### src/rtl/cpu_pkg.sv
// Shared CPU definitions: immediate-format codes and instruction/field widths.
// The decoder that produces ImmSrc imports the same enum.
package cpu_pkg;

  typedef enum logic [1:0] {
    IMM15 = 2'b00,
    IMM19 = 2'b01,
    IMM23 = 2'b10,
    IMM27 = 2'b11
  } imm_src_t;

  localparam int INSTR_W = 32;
  localparam int IMM15_W = 15;
  localparam int IMM19_W = 19;
  localparam int IMM23_W = 23;
  localparam int IMM27_W = 27;

endpackage

### src/rtl/imm_extender_core.sv
// Combinational field select and sign/zero extension of a registered
// immediate field (the opcode-free low 27 bits of the instruction).
module imm_ext_core
  import cpu_pkg::*;
(
  input  logic [IMM27_W-1:0] field,
  input  imm_src_t           src,
  input  logic               sext,
  output logic [INSTR_W-1:0] ext
);

  logic sign;

  always_comb begin
    sign = 1'b0;
    ext  = '0;
    unique case (src)
      IMM15: begin
        sign = sext & field[IMM15_W-1];
        ext  = {{(INSTR_W-IMM15_W){sign}}, field[IMM15_W-1:0]};
      end
      IMM19: begin
        sign = sext & field[IMM19_W-1];
        ext  = {{(INSTR_W-IMM19_W){sign}}, field[IMM19_W-1:0]};
      end
      IMM23: begin
        sign = sext & field[IMM23_W-1];
        ext  = {{(INSTR_W-IMM23_W){sign}}, field[IMM23_W-1:0]};
      end
      IMM27: begin
        sign = sext & field[IMM27_W-1];
        ext  = {{(INSTR_W-IMM27_W){sign}}, field[IMM27_W-1:0]};
      end
      default: begin
        sign = 1'b0;
        ext  = '0;
      end
    endcase
  end

endmodule

### src/rtl/imm_extender.sv
// Two-stage immediate extender between decode and the execute operand mux.
// S1 captures the immediate field and controls, S2 holds the extended result.
module imm_extender
  import cpu_pkg::*;
#(
  parameter int TAG_W = 5
) (
  input  logic               clk,
  input  logic               rst,
  input  logic               Flush,
  input  logic               InValid,
  output logic               InReady,
  input  logic [INSTR_W-1:0] Instr,
  input  logic [1:0]         ImmSrc,
  input  logic               SignExt,
  input  logic [TAG_W-1:0]   TagIn,
  output logic               OutValid,
  input  logic               OutReady,
  output logic [INSTR_W-1:0] ExtImm,
  output logic [TAG_W-1:0]   TagOut
);

  // Handshake: a transfer happens on a rising edge where valid && ready are
  // both high; valid never waits on ready, and the only combinational path
  // through the unit is OutReady -> InReady.

  logic               s1_v;
  logic [IMM27_W-1:0] s1_field;
  imm_src_t           s1_src;
  logic               s1_sext;
  logic [TAG_W-1:0]   s1_tag;

  logic               s2_v;
  logic [INSTR_W-1:0] s2_imm;
  logic [TAG_W-1:0]   s2_tag;

  logic               s1_adv;
  logic               s2_adv;
  logic               in_xfer;
  logic [INSTR_W-1:0] core_ext;

  // Opcode bits are intentionally never stored.
  logic unused_opcode;
  assign unused_opcode = ^Instr[INSTR_W-1:IMM27_W];

  assign s2_adv  = !s2_v || OutReady;
  assign s1_adv  = !s1_v || s2_adv;
  assign InReady = s1_adv && rst;
  assign in_xfer = InValid && InReady;

  always_ff @(posedge clk or negedge rst) begin
    if (!rst) begin
      s1_v     <= 1'b0;
      s1_field <= '0;
      s1_src   <= IMM15;
      s1_sext  <= 1'b0;
      s1_tag   <= '0;
    end else begin
      if (Flush) begin
        s1_v <= 1'b0;
      end else if (s1_adv) begin
        s1_v <= in_xfer;
      end
      if (in_xfer && !Flush) begin
        s1_field <= Instr[IMM27_W-1:0];
        s1_src   <= imm_src_t'(ImmSrc);
        s1_sext  <= SignExt;
        s1_tag   <= TagIn;
      end
    end
  end

  imm_ext_core u_core (
    .field (s1_field),
    .src   (s1_src),
    .sext  (s1_sext),
    .ext   (core_ext)
  );

  // An empty S2 pulls from S1 regardless of OutReady, so bubbles collapse.
  always_ff @(posedge clk or negedge rst) begin
    if (!rst) begin
      s2_v   <= 1'b0;
      s2_imm <= '0;
      s2_tag <= '0;
    end else begin
      if (Flush) begin
        s2_v <= 1'b0;
      end else if (s2_adv) begin
        s2_v <= s1_v;
      end
      if (s2_adv && s1_v && !Flush) begin
        s2_imm <= core_ext;
        s2_tag <= s1_tag;
      end
    end
  end

  assign OutValid = s2_v;
  assign ExtImm   = s2_imm;
  assign TagOut   = s2_tag;

endmodule

### config.mk
export PLATFORM = sky130hd
export DESIGN_NAME = imm_extender
export DESIGN_NICKNAME = d
export VERILOG_FILES = /design/src/rtl/cpu_pkg.sv /design/src/rtl/imm_extender_core.sv /design/src/rtl/imm_extender.sv
export SDC_FILE = /design/constraint.sdc
export NUM_CORES = 1
export LEC_CHECK = 0
export ABC_AREA = 1
export BUFFER_PORTS_ARGS = -buffer_cell sky130_fd_sc_hd__clkbuf_2
export CORE_MARGIN = 10
export CORE_UTILIZATION = 30
export DETAILED_ROUTE_END_ITERATION = 12
export GPL_ROUTABILITY_DRIVEN = 0
export PLACE_DENSITY = 0.46
export SLEW_MARGIN = 30
export SYNTH_ARGS = -nofsm -noshare
export SYNTH_HDL_FRONTEND = slang
export SYNTH_HIERARCHICAL = 1
export SYNTH_SLANG_ARGS = --single-unit
### constraint.sdc
create_clock -name clk -period 3 [get_ports clk]
set_clock_uncertainty 0.1 [all_clocks]
set_input_delay 0.3 -clock clk [delete_from_list [all_inputs] [get_ports clk]]
set_output_delay 0.3 -clock clk [all_outputs]
set_load 0.01 [all_outputs]
* Word level (Yosys, flattened, before mapping) *
Index checks and enable logic that the tools add are counted.

storage, ports and cells
  bits in latches = 0
  word-level logic and storage cells = 33
  output and inout bits = 39
  bits in read-only memories = 0
  bits in writable memories = 0
  memories = 0
  input bits = 45
  bits in registers = 74

cells by class
  $mul = 0
  bitwise logic cells = 4
  equal/unequal tests = 3
  muxes and demuxes = 5
  reduce and logical (&&, ||, !) cells = 13
  div/mod/pow operators = 0
  shift operators = 0
  add/sub/neg operators = 0
  $lt $le $gt $ge = 0

operators with widths
  operator                                        number
  one-hot mux 32 bit (4 select lines)             1
  logical AND 1 bit                               5
  AND 1 bit                                       4
  == test 2 bit (second input constant)           2
  two-way mux 1 bit                               4
  nonzero test 2 bit                              2
  logical NOT 1 bit                               3
  == test 2 x 1 -> 1 bit (second input constant)  1
  logical NOT 2 bit                               1
  logical OR 1 bit                                2

* Logic depth before layout (Yosys ltp) *
  depth after elaboration = 7
  depth in mapped cells = 8
  mapped depth without buffers = 7

* Cells and area by module *
The synthesis kept the hierarchy.

modules (own cells, without submodules)
  module        area each (um2)  cells each  instances  sequential area each (um2)
  imm_extender  3,035.4          328         1          1,851.8
  imm_ext_core  380.4            64          1          0.0

* Worst setup path after synthesis *
Ideal clock, no wire load.

  kind = register -> output
  start point = register s2_v, in the netlist OutValid
  end point = output port InReady
  stages on the path, launching flop included = 6
  slack = 1.556 ns
  arrival = 1.044 ns
  required time = 2.600 ns
  path buffers = 2
  cell sequence = dfrtp_1 -> nand3_1 -> buf_4 -> buf_2 -> nand2_1 -> inv_1

on the way
  cells in the longest elaborated chain, start to end = 4

RTL lines
  element                 RTL line            RTL
  start, declared         imm_extender.sv:33  logic s2_v;
  start signal, assigned  imm_extender.sv:90  s2_v <= s1_v;
  logical NOT 1 bit       imm_extender.sv:46  assign s2_adv = !s2_v || OutReady;
  logical OR 1 bit        imm_extender.sv:46
  logical OR 1 bit        imm_extender.sv:47  assign s1_adv = !s1_v || s2_adv;
  logical AND 1 bit       imm_extender.sv:48  assign InReady = s1_adv && rst;
  end, declared           imm_extender.sv:12  output logic InReady,

Every way passes these cells.

* Worst setup path after layout *
Ends and elaborated chain as after synthesis.

==> metrics.md <==
| Metric | Value |
|---|---|
| Run status | `finished clean` |
| Share of layout cells above drive strength 1 | `24.4%` |
| Top Usage Layer GRT | `met2` |
| Tot Pwr | `3.09 mW` |
| Largest net degree at the start of global routing | `39` |
| Nets | `487` |
| Post-CTS Setup Bufs | `0` |
| DRC | `0` |
| Synth cell types | `17` |
| DP HPWL | `6.14 mm` |
| Crit-path max cell delay | `0.46 ns` |
| Ys Warns | `6` |
| Post-DR wirelength/cell | `15.5 um` |
| Final instance area | `0.00408 sq mm` |
| DRT iter0 DRCs | `137` |
| Final WS setup | `1.00 ns` |
| Period utilisation layout | `66.7%` |
| Worst Min Path Start | `Instr[10]` |
| CTS Root Cell | `clkbuf_16` |
| Routed Antenna Nets | `0` |
| Final hold viol count | `0` |
| Max-slew violation count | `0` |
| CP Capture Type | `output pin` |
| CTS tree | `yes` |
| Worst path slowest cell | `nand3_2` |
| Num CTS Buffers | `9` |
| Starting Density | `31.1%` |
| Leak | `2.27 nW` |
| Setup TNS | `0 ns` |
| Setup violators final | `0` |
| Startpoint types | `flip-flop` |
| Avg Cell Area, Syn | `8.71 sq um` |
| Hold Path Class | `primary input to flip-flop` |
| Initial antenna violation count | `0` |
| TritonRoute pass-1 iters | `4` |
| Layout area overhead | `19.4%` |
| Core area | `0.0110 sq mm` |
| Clock period minus worst slack | `2.00 ns` |
| Multi-input logic area | `0.00121 sq mm` |
| Reg2reg start | `OutValid$_DFFE_PN0P_` |
| Diodes inserted | `0` |
| Worst-path clk slew | `0.06 ns` |
| Fill count | `1138` |
| Worst-Margin Slew | `0.735 ns` |
| First-pass GRT wire length | `14.8 mm` |
| Worst hold margin | `0.0932 ns` |
| Worst path required time | `2.60 ns` |
| Crit-path cells | `nand3_2 > nand2_1 > inv_1 > clkbuf_2` |
| Met3 usage | `3.50%` |
| Unrepaired setup endpoints after global routing | `false` |
| Max_cap viols | `0` |
| Die Ht | `127 um` |
| Vias in the first global route | `2736` |
| Syn Std Cell Area | `0.00342 sq mm` |
| Synthesized instance count | `392` |
| Register area | `0.00185 sq mm` |
| # resized after CTS | `0` |
| DP Cell Count | `570` |
| Critical path type | `flip-flop to output pin` |
| Flops & latches, synth | `74` |
| Fmax | `0.500 GHz` |
| H-tree Lvls | `3` |
| Clock latency on the worst-skew pair | `0.34 ns` |
| Vias/cell | `4.62` |
| Standard-cell rows | `38` |
| Routed via count | `2713` |
| Longest Clk Path Bufs | `2` |
| I/O Buffers | `78` |
| Non-Filler Instances | `587` |
| Die area | `0.0161 sq mm` |
| Count of boundary I/O pins | `84` |
| Pwr/cell area | `757 mW/mm^2` |
| Drt total wl | `9.09 mm` |
| Rel. slew slack | `50.9%` |
| CTS Sinks | `74` |
| Final Core Density | `37.1%` |
| Die width | `127 um` |
| Synthesized Nets | `437` |
| Sequential-to-total area share from yosys stat | `54.2%` |
| Worst slack, placed | `1.03 ns` |
| Arrival time worst endpoint | `1.60 ns` |
| Tot GR Track Use | `11.5%` |
| Worst-path fanout max | `25` |
| Met2 usage | `17.4%` |
| Worst setup path start | `OutValid$_DFFE_PN0P_` |
| Grt met1 use | `15.0%` |
| CTS Hold Bufs | `1` |
| Dpl cell area | `0.00372 sq mm` |
| Maximum vdd drop | `0.239 mV` |
| Grt total ovfl | `0` |
cell usage in the layout (no fill, tap or decap), types with 3 or more instances in the layout:
cell / count
dfrtp_1: 74
o21ai_0: 5
clkbuf_2: 77
nand2_1: 159
bufinv_16: 3
clkbuf_16: 9
nand3_1: 46
inv_1: 9
buf_4: 8
nand4_1: 38
nor2_1: 5
per-layer routing:
layer,vias to the layer above,share of wire (%)
met5,-,0
met4,0,1.3
met2,59,46
li1,1372,-
met1,1272,49
met3,10,4.2
sequential cells by signal, summed over array words and instances (netlist names):
name      cells
s1_field     27
s1_src        2
s1_tag        5
OutValid      1
s1_sext       1
ExtImm       32
TagOut        5
s1_v          1
cells in the mapped netlist:
library cell / count / area, sq um
nor2_4: 1 / 11.3
a21oi_1: 1 / 5.00
buf_2: 14 / 70.1
nand3_1: 47 / 235
clkbuf_1: 4 / 15.0
buf_6: 8 / 90.1
dfrtp_1: 74 / 1850
nand4_4: 1 / 21.3
nand2_1: 159 / 597
nand2_2: 2 / 12.5
nand4_1: 38 / 238
nor2_1: 6 / 22.5
nand3_4: 1 / 17.5
o21ai_0: 5 / 25.0
buf_4: 21 / 158
nand4_2: 1 / 12.5
inv_1: 9 / 33.8
report_power, final:
part           total (mW)  internal (mW)  switching [mW]
Clock                1.26          0.854           0.409
Combinational       0.500          0.200           0.300
Sequential           1.33           1.19           0.131
final timing paths:
| kind | endpoint | slack [ns] | cells past startpoint |
|---|---|---|---|
| setup / recovery | InReady | 1.00 | 4 |
| hold reg to reg | s1_field[17]$_DFFE_PN0P_ | 0.37 | 2 |
| max in group asynchronous | OutValid$_DFFE_PN0P_ | 1.85 | 3 |
| setup reg to reg | s1_field[19]$_DFFE_PN0P_ | 1.20 | 4 |
| hold / removal | s1_field[10]$_DFFE_PN0P_ | 0.09 | 3 |
| min in group asynchronous | s1_field[15]$_DFFE_PN0P_ | 0.25 | 2 |
kinds of logic (layout without fill, tap and decap cells):
logic type             after synthesis  count (layout)  synth area share [%]
AOI/OAI and AO/OA                    6               6                 0.879
buffers and inverters               56             111                  10.7
DFF                                 74              74                  54.2
and+or+nand+nor                    256             256                  34.2
area by class of cell:
cell class                      count  area share (%)
Timing Repair Buffer               86            11.2
Inverter                            9           0.828
Clock buffer                       11            6.20
Sequential cell                    74            45.4
Clock inverter                      5            2.45
Tap cell                          140            4.29
Multi-Input combinational cell    262            29.7
critical path, delay by kind of cell (launching register included):
kind,cells,cell delay [ns]
buffers and inverters,2,0.20
AND/OR/NAND/NOR,2,0.69
flip-flops,1,0.37
No activity file was read; power rests on OpenSTA's default activity.
